File: src/rtl/avg_seq_pkg.sv
// Shared types, defaults and width helper for the serial averaging controller.
package avg_seq_pkg;

  typedef enum logic [1:0] {ACC, SHIFT, OUT} state_t;

  localparam int DEF_DATAWIDTH   = 16;
  localparam int DEF_ACCWIDTH    = 32;
  localparam int DEF_NUM_SAMPLES = 8;
  localparam int DEF_SHIFT_STEPS = 3;

  // Ceiling log2, never below 1 so it can size a register directly.
  function automatic int clog2(input int v);
    int r;
    r = 0;
    while ((1 << r) < v) r = r + 1;
    if (r == 0) r = 1;
    return r;
  endfunction

endpackage

File: src/rtl/avg_seq_dp.sv
// Averaging datapath: accumulator, one shared adder, one shared logical
// right shifter and the registered average, all driven by control strobes.
module avg_seq_dp #(
  parameter int DATAWIDTH = 16,
  parameter int ACCWIDTH  = 32
) (
  input  logic                 clk,
  input  logic                 rst,
  input  logic                 load_add,
  input  logic                 do_shift,
  input  logic                 clear,
  input  logic                 load_avg,
  input  logic [DATAWIDTH-1:0] in_data,
  input  logic [7:0]           sa_q,
  output logic [DATAWIDTH-1:0] avg
);

  logic [ACCWIDTH-1:0] acc;
  logic [ACCWIDTH-1:0] sum;
  logic [ACCWIDTH-1:0] shifted;

  assign sum = acc + ACCWIDTH'(in_data);
  // Oversized shift amounts flush to zero rather than wrapping.
  assign shifted = (int'(sa_q) >= ACCWIDTH) ? '0 : (acc >> sa_q);

  always_ff @(posedge clk or posedge rst) begin
    if (rst) begin
      acc <= '0;
      avg <= '0;
    end else begin
      if (clear)         acc <= '0;
      else if (do_shift) acc <= shifted;
      else if (load_add) acc <= sum;
      // load_avg alongside load_add only happens when no shifts are configured.
      if (load_avg) avg <= do_shift ? shifted[DATAWIDTH-1:0] : sum[DATAWIDTH-1:0];
    end
  end

endmodule

File: src/rtl/avg_seq_ctrl.sv
// Sequencing controller: accepts NUM_SAMPLES samples, runs SHIFT_STEPS shifts
// on the shared datapath, then holds the average until the consumer takes it.
module avg_seq_ctrl
  import avg_seq_pkg::*;
#(
  parameter int DATAWIDTH   = DEF_DATAWIDTH,
  parameter int ACCWIDTH    = DEF_ACCWIDTH,
  parameter int NUM_SAMPLES = DEF_NUM_SAMPLES,
  parameter int SHIFT_STEPS = DEF_SHIFT_STEPS
) (
  input  logic                                 clk,
  input  logic                                 rst,
  input  logic                                 in_valid,
  output logic                                 in_ready,
  input  logic [DATAWIDTH-1:0]                 in_data,
  input  logic [7:0]                           sa,
  output logic                                 out_valid,
  input  logic                                 out_ready,
  output logic [DATAWIDTH-1:0]                 avg,
  output logic                                 busy,
  output logic [clog2(NUM_SAMPLES+1)-1:0]      count
);

  localparam int CW  = clog2(NUM_SAMPLES + 1);
  localparam int SCW = clog2(SHIFT_STEPS + 1);

  state_t         state, nstate;
  logic [7:0]     sa_q;
  logic [SCW-1:0] shift_cnt;
  logic           load_add, do_shift, clear, load_avg;
  logic           last_sample, last_shift;

  assign last_sample = (count == CW'(NUM_SAMPLES - 1));
  assign last_shift  = (shift_cnt == SCW'(SHIFT_STEPS - 1));

  assign in_ready = (state == ACC);
  assign busy     = (count != '0) || (state != ACC);

  always_comb begin
    nstate   = state;
    load_add = 1'b0;
    do_shift = 1'b0;
    clear    = 1'b0;
    load_avg = 1'b0;
    case (state)
      ACC: if (in_valid) begin
        load_add = 1'b1;
        if (last_sample) begin
          if (SHIFT_STEPS == 0) begin
            load_avg = 1'b1;
            nstate   = OUT;
          end else begin
            nstate = SHIFT;
          end
        end
      end
      SHIFT: begin
        do_shift = 1'b1;
        if (last_shift) begin
          load_avg = 1'b1;
          nstate   = OUT;
        end
      end
      // out_valid is always set while in OUT, so out_ready alone completes it.
      OUT: if (out_ready) begin
        clear  = 1'b1;
        nstate = ACC;
      end
      default: nstate = ACC;
    endcase
  end

  always_ff @(posedge clk or posedge rst) begin
    if (rst) begin
      state     <= ACC;
      count     <= '0;
      sa_q      <= '0;
      shift_cnt <= '0;
      out_valid <= 1'b0;
    end else begin
      state <= nstate;
      if (load_add)   count <= count + 1'b1;
      else if (clear) count <= '0;
      if (load_add && count == '0) sa_q <= sa;
      if (state == SHIFT) shift_cnt <= shift_cnt + 1'b1;
      else                shift_cnt <= '0;
      if (load_avg)   out_valid <= 1'b1;
      else if (clear) out_valid <= 1'b0;
    end
  end

  avg_seq_dp #(
    .DATAWIDTH (DATAWIDTH),
    .ACCWIDTH  (ACCWIDTH)
  ) u_dp (
    .clk      (clk),
    .rst      (rst),
    .load_add (load_add),
    .do_shift (do_shift),
    .clear    (clear),
    .load_avg (load_avg),
    .in_data  (in_data),
    .sa_q     (sa_q),
    .avg      (avg)
  );

endmodule

File: config.mk
export PLATFORM = sky130hd
export DESIGN_NAME = avg_seq_ctrl
export DESIGN_NICKNAME = d
export VERILOG_FILES = /design/src/rtl/avg_seq_pkg.sv /design/src/rtl/avg_seq_dp.sv /design/src/rtl/avg_seq_ctrl.sv
export SDC_FILE = /design/constraint.sdc
export NUM_CORES = 1
export LEC_CHECK = 0
export BUFFER_PORTS_ARGS = -buffer_cell sky130_fd_sc_hd__buf_4
export CAP_MARGIN = 5
export CORE_MARGIN = 2
export CORE_UTILIZATION = 25
export CTS_CLUSTER_DIAMETER = 80
export DETAILED_ROUTE_END_ITERATION = 7
export MAX_ROUTING_LAYER = met4
export PLACE_DENSITY = 0.38
export SLEW_MARGIN = 20
export SYNTH_ARGS = -nofsm -noshare
export SYNTH_HDL_FRONTEND = slang
export SYNTH_HIERARCHICAL = 1
export SYNTH_SLANG_ARGS = --single-unit
File: constraint.sdc
create_clock -name clk -period 2.9 [get_ports clk]
set_input_delay 0.145 -clock clk [delete_from_list [all_inputs] [get_ports clk]]
set_output_delay 0.145 -clock clk [all_outputs]
set_load 0.01 [all_outputs]
== Word level (Yosys, flattened, before mapping) ==
Index checks and enable logic that the tools add are counted.
Widths: inputs -> output; s select.
Storage, ports and cells
  register bits: 65
Operators by class
  equality and inequality tests: 8
  $add $sub $neg: 3
  reductions and logical operators: 10
  order comparisons: 1
  multiplexer cells: 22
  shift operators: 1
Operators by type and width (count)
  $mux 32: 4
  $add 32x16->32: 1
  $shr 32x8->32: 1
  $mux 16: 1
  $mux 2: 5
  $mux 1: 9
  $ge 8x6->1 const B: 1
  $mux 4: 2
  $ne 2x2->1 const B: 3
  $pmux 2 s3: 1
  $reduce_bool 2->1: 3
  $add 4x1->4 const B: 1
  $eq 2x2->1 const B: 2
  $eq 4x3->1 const B: 1
  $logic_not 4->1: 1
  $reduce_and 4->1: 1
  $reduce_bool 4->1: 1
  $reduce_bool 3->1: 1
  $add 2x1->2 const B: 1
  $eq 2x1->1 const B: 1
  $logic_not 2->1: 1
  $ne 2x1->1 const B: 1
  $logic_and 1x1->1: 1
  $logic_or 1x1->1: 1

== Longest topological paths before layout ==
  depth after elaboration: 5
  mapped depth: 11
  mapped depth without buffers: 9

== By module ==
The synthesis kept the hierarchy.
Modules (own cells, without submodules)
  avg_seq_dp: instances 1, cells each 596, area each 4946.0 µm²
  avg_seq_ctrl: instances 1, cells each 63, area each 788.3 µm²

== Worst setup path before layout ==
No wires, ideal clock.
  path kind: register -> register
  start point: register u_dp.acc[0]
  end point: register u_dp.acc[16]
  path buffers: 0
  stages on the path, launching flop included: 10
  period minus slack after synthesis: 2.616 ns
  setup time: 0.121 ns
  path slack: 0.284 ns
  data arrival time: 2.495 ns
  cells stage by stage: dfrtp_1 -> ha_1 -> fa_1 -> a21o_1 -> a221oi_1 -> o31a_1 -> o211ai_1 -> nor2_1 -> o21ai_0 -> a22o_1
Between the ends
  cells in the longest elaborated chain, start to end: 4
Ends and longest elaborated chain
  start, declared: line avg_seq_dp.sv:18  | logic [ACCWIDTH-1:0] acc;
  start signal, assigned: line avg_seq_dp.sv:32  | else if (do_shift) acc <= shifted;
  start signal, assigned: line avg_seq_dp.sv:33  | else if (load_add) acc <= sum;
  $add 32x16->32 or $shr 32x8->32 (tied branches): line avg_seq_dp.sv:22, avg_seq_dp.sv:24
  $mux 32, on equally long branches: line avg_seq_dp.sv:33, avg_seq_dp.sv:24
  $mux 32 *: line avg_seq_dp.sv:32
  $mux 32 *: line avg_seq_dp.sv:31  | if (clear) acc <= '0;
Mark *: on every way between the ends. The rest lies on a longest branch, timed or not. The select of a mux whose other input is x is not followed.
A chain may end at the register's enable or synchronous reset.

== Final worst setup path ==
  start point: register u_dp.acc[0]
  end point: register u_dp.acc[22]
Same word-level chain as after synthesis.

==> impl_metrics.prom <==
# TYPE chip_impl_metric gauge
chip_impl_metric{name="place_area",unit="sq um"} 6620
chip_impl_metric{name="worst_skew_pair.late_latency",unit="ns"} 0.35
chip_impl_metric{name="grt_max_degree",unit=""} 32
chip_impl_metric{name="clk_pin_slew_worst_paths",unit="ns"} 0.06
chip_impl_metric{name="synth-edff-count",unit=""} 0
chip_impl_metric{name="route.antenna.remaining_nets",unit=""} 0
chip_impl_metric{name="flow.area_growth_from_synthesis",unit="%"} 21.9
chip_impl_info{name="setup.worst_path.class",value="flop to flop"} 1
chip_impl_metric{name="power_report.internal_total",unit="mW"} 4.40
chip_impl_metric{name="netSwitchingPower",unit="mW"} 4.09
chip_impl_info{name="cts-root-buf",value="sky130_fd_sc_hd__clkbuf_16"} 1
chip_impl_metric{name="finClkSkew",unit="ns"} 0.00823
chip_impl_metric{name="final_layout_size_suffix_gt1_share",unit="%"} 22.2
chip_impl_metric{name="avgViaCountPerCell",unit=""} 5.54
chip_impl_metric{name="htreeDepth",unit=""} 3
chip_impl_metric{name="worst-path-buf-inv",unit=""} 1
chip_impl_metric{name="power_frac_comb",unit="%"} 63.2
chip_impl_metric{name="ctsLongestPathBuffers",unit=""} 2
chip_impl_metric{name="gr-usage-all-layers",unit="%"} 19.5
chip_impl_metric{name="synth_top_area_share",unit="%"} 28.4
chip_impl_info{name="start_kind",value="flop"} 1
chip_impl_metric{name="totalWireLength",unit="um"} 22700
chip_impl_metric{name="drt_first_iter_violations",unit=""} 460
chip_impl_metric{name="cpPeakStageDelay",unit="ns"} 0.41
chip_impl_info{name="hold_start",value="sa[5]"} 1
chip_impl_info{name="synth.area.top_cells",value="sky130_fd_sc_hd__dfrtp_1, sky130_fd_sc_hd__mux2i_1, sky130_fd_sc_hd__mux4_2, sky130_fd_sc_hd__nand2_1, sky130_fd_sc_hd__ha_1"} 1
chip_impl_metric{name="reg2reg_depth",unit=""} 10
chip_impl_metric{name="design_power_total",unit="mW"} 8.48
chip_impl_metric{name="core_area",unit="sq um"} 22600
chip_impl_metric{name="cts_setup_buffers",unit=""} 0
chip_impl_metric{name="postLayoutCellArea",unit="sq um"} 6990
chip_impl_metric{name="critical_path_peak_fanout",unit=""} 6
chip_impl_info{name="dominantRegCellSynth",value="sky130_fd_sc_hd__dfrtp_1"} 1
chip_impl_metric{name="min_period",unit="ns"} 2.72
chip_impl_metric{name="floorplan.initialDensity",unit="%"} 25.4
chip_impl_metric{name="overflow",unit=""} 0
chip_impl_metric{name="cts_inserted_buffers",unit=""} 9
chip_impl_metric{name="synth_cell_types",unit=""} 76
chip_impl_metric{name="io_pins",unit=""} 51
chip_impl_info{name="hold_path_class",value="input port to flop"} 1
chip_impl_metric{name="routed_wire_length_per_instance",unit="um"} 22.3
chip_impl_metric{name="initial_antenna_violation_count",unit=""} 0
chip_impl_metric{name="die_y",unit="um"} 155
chip_impl_metric{name="slew_viol_final",unit=""} 0
chip_impl_metric{name="clock_sink_count",unit=""} 65
chip_impl_metric{name="seq_area_frac_synth",unit="%"} 28.4
chip_impl_metric{name="fillCellCount",unit=""} 2422
chip_impl_metric{name="timing_hold_violations_final",unit=""} 0
chip_impl_metric{name="clkPwrFrac",unit="%"} 15.0
chip_impl_metric{name="io_buffers",unit=""} 50
chip_impl_info{name="cp-end-kind",value="flop"} 1
chip_impl_metric{name="max-cap-violations",unit=""} 0
chip_impl_metric{name="power_per_cell_area",unit="nW/um^2"} 1210
chip_impl_info{name="cts_tree",value="done"} 1
chip_impl_metric{name="first_global_vias",unit=""} 5637
chip_impl_metric{name="static-leakage-power",unit="nW"} 2.94
chip_impl_metric{name="syn-instance-count",unit=""} 659
chip_impl_metric{name="worstPathArrival",unit="ns"} 2.94
chip_impl_metric{name="synth.avg_cell_area",unit="sq um"} 8.70
chip_impl_metric{name="floorplan.rows",unit=""} 55
chip_impl_metric{name="timing.max_slew.rel_slack",unit="%"} 47.1
chip_impl_metric{name="seq_power_share",unit="%"} 21.8
chip_impl_metric{name="rrSetupSlack",unit="ns"} 0.18
chip_impl_metric{name="worst_ir_drop_vdd",unit="V"} 0.000302
chip_impl_info{name="netlist_top_cells_count",value="sky130_fd_sc_hd__nand2_1, sky130_fd_sc_hd__dfrtp_1, sky130_fd_sc_hd__nor2_1"} 1
chip_impl_metric{name="post_synth_instance_area",unit="sq um"} 5730
chip_impl_info{name="rsz0062_at_grt",value="false"} 1
chip_impl_metric{name="post-route-drc-count",unit=""} 0
chip_impl_info{name="critical_path.cell_chain",value="ha_1, fa_1, a21o_1, a221oi_2, o31a_1, o211ai_1, buf_4, o21ai_0, xor2_1, o21ai_0"} 1
chip_impl_metric{name="grt_first_pass_wirelength",unit="um"} 34900
chip_impl_info{name="crit_path_top_delay_cell",value="sky130_fd_sc_hd__fa_1"} 1
chip_impl_info{name="hold_path_end",value="sa_q[5]"} 1
chip_impl_info{name="yosys.area.top_type",value="sky130_fd_sc_hd__dfrtp_1"} 1
chip_impl_info{name="rr_startpoint",value="u_dp/acc[0]"} 1
chip_impl_metric{name="synth_seq_cells",unit=""} 65
chip_impl_metric{name="antennaDiodeCount",unit=""} 0
chip_impl_metric{name="worst_margin_pin_slew",unit="ns"} 0.783
chip_impl_info{name="result_of_the_run",value="complete, no violations"} 1
chip_impl_metric{name="fin_nets",unit=""} 774
chip_impl_info{name="critical_path.reg2reg.endpoint",value="u_dp/acc[22]"} 1
chip_impl_metric{name="tns",unit="ns"} 0
chip_impl_metric{name="max_clock_freq",unit="MHz"} 367
chip_impl_metric{name="syn_nets",unit=""} 707
chip_impl_metric{name="routed-via-count",unit=""} 5632
chip_impl_metric{name="finalSetupViolations",unit=""} 0
chip_impl_metric{name="async_flop_share",unit="%"} 100
chip_impl_metric{name="power.switching_fraction",unit="%"} 48.2
chip_impl_metric{name="globalplace.congestion",unit=""} 0.897
chip_impl_metric{name="ys_warn_count",unit=""} 6
chip_impl_metric{name="final.period_utilization",unit="%"} 93.9
chip_impl_metric{name="die_width",unit="um"} 155
chip_impl_info{name="yosysMostFrequentCell",value="sky130_fd_sc_hd__nand2_1"} 1
chip_impl_info{name="setup.worst_path.start",value="u_dp/acc[0]"} 1
chip_impl_metric{name="detail_route.first_pass.iterations",unit=""} 5
chip_impl_info{name="worst_path_dominant_cell_family",value="compound AO/OA/AOI/OAI gates"} 1
chip_impl_metric{name="holdPathStages",unit=""} 2
chip_impl_metric{name="cp.required",unit="ns"} 3.11
chip_impl_info{name="critical-path-top-cell-by-count",value="sky130_fd_sc_hd__o21ai_0"} 1
chip_impl_metric{name="detailedPlacementHpwl",unit="um"} 17200
chip_impl_metric{name="die_area",unit="sq um"} 24200
-- layout make-up --
cell class              instances  area [sq um]  area share, %
multi-input cells             527          3800           54.3
flip-flops and latches         65          1630           23.3
inverters                      20          80.1           1.15
well taps                     285           357           5.10
repair buffers                103           791           11.3
clock inverters                 5          86.3           1.23
clock buffers                  11           253           3.61
-- cells by family (layout without fill, tap and decap cells) --
logic type | count (synthesis) | count (layout) | share of synthesized area, %
AOI/OAI and AO/OA | 209 | 209 | 24.6
and+or+nand+nor | 207 | 207 | 17.3
muxes | 73 | 73 | 16.8
buffers and inverters | 67 | 139 | 5.67
DFF | 65 | 65 | 28.4
adders and majority gates | 20 | 20 | 4.49
xor gates and xnor gates | 18 | 18 | 2.75
-- worst max path at each step --
stage / endpoint / slack, ns / cells after the start
2_1_floorplan: u_dp/acc[16] / 0.28 / 9
3_3_place_gp: u_dp/acc[20] / 0.12 / 10
3_5_place_dp: u_dp/acc[22] / 0.09 / 10
4_1_cts: u_dp/acc[22] / 0.09 / 10
5_1_grt: u_dp/acc[21] / 0.008 / 8
6_report: u_dp/acc[22] / 0.18 / 10
-- cells in the final DEF, fill, tap and decap left out, types with 17 or more instances in the layout --
cell	count
sky130_fd_sc_hd__buf_4	100
sky130_fd_sc_hd__dfrtp_1	64
sky130_fd_sc_hd__a21oi_1	40
sky130_fd_sc_hd__o22ai_1	18
sky130_fd_sc_hd__inv_1	17
sky130_fd_sc_hd__mux2i_1	48
sky130_fd_sc_hd__ha_1	19
sky130_fd_sc_hd__nor2_1	60
sky130_fd_sc_hd__nand2_1	67
sky130_fd_sc_hd__o21ai_0	47
-- through the flow --
stage	cells	setup WS, ns	utilization (%)	hold WS (ns)
3_5_place_dp	998	0.0922	29.3	0.220
6_report	1016	0.176	31.0	0.0234
3_3_place_gp	998	0.121	29.3	0.215
4_1_cts	1016	0.0871	30.9	0.0126
2_1_floorplan	659	0.284	-	0.0711
5_1_grt	1016	0.00762	31.0	0.0215
-- routing by layer --
layer / part of all wire, % / global-route usage [%] / vias up / routed length [um]
met3: 4.4 / 2.59 / 33 / 1010
met1: 45 / 25.5 / 2808 / 10300
met5: 0 / - / - / 0
met2: 48 / 31.2 / 174 / 10800
met4: 2.3 / 6.68 / 0 / 528
li1: - / - / 2617 / -
-- registers in the layout, indices dropped and copies added, names as in the netlist --
register and count:
u_dp/acc 32, u_dp/avg 16, sa_q 8, count 4, shift_cnt 2, state 2
out_valid 1
-- power groups by stage --
stage | Combinational, mW | Clock [mW] | Sequential [mW]
final | 5.36 | 1.27 | 1.85
after floorplan | 3.61 | 0 | 1.64
after CTS | 5.30 | 1.30 | 1.84
after detailed placement | 5.28 | 0 | 1.86
after global placement | 5.27 | 0 | 1.85
after global routing | 5.80 | 1.33 | 1.92
-- repair_timing --
| action | in CTS | in global routing |
|---|---|---|
| endpoints found under the hold margin | 35 | 0 |
| endpoints found under the setup margin | 0 | 8 |
| resized for setup | 0 | 2 |
| hold buffers | 2 | 0 |
-- worst reg2reg max path, cell delays in order, from the launching register on --
cell and delay, ns:
sky130_fd_sc_hd__dfrtp_1 0.40, sky130_fd_sc_hd__ha_1 0.23, sky130_fd_sc_hd__fa_1 0.41, sky130_fd_sc_hd__a21o_1 0.20
sky130_fd_sc_hd__a221oi_2 0.29, sky130_fd_sc_hd__o31a_1 0.25, sky130_fd_sc_hd__o211ai_1 0.17, sky130_fd_sc_hd__buf_4 0.21
sky130_fd_sc_hd__o21ai_0 0.20, sky130_fd_sc_hd__xor2_1 0.16, sky130_fd_sc_hd__o21ai_0 0.08
Power figures use the tool's default switching activity.
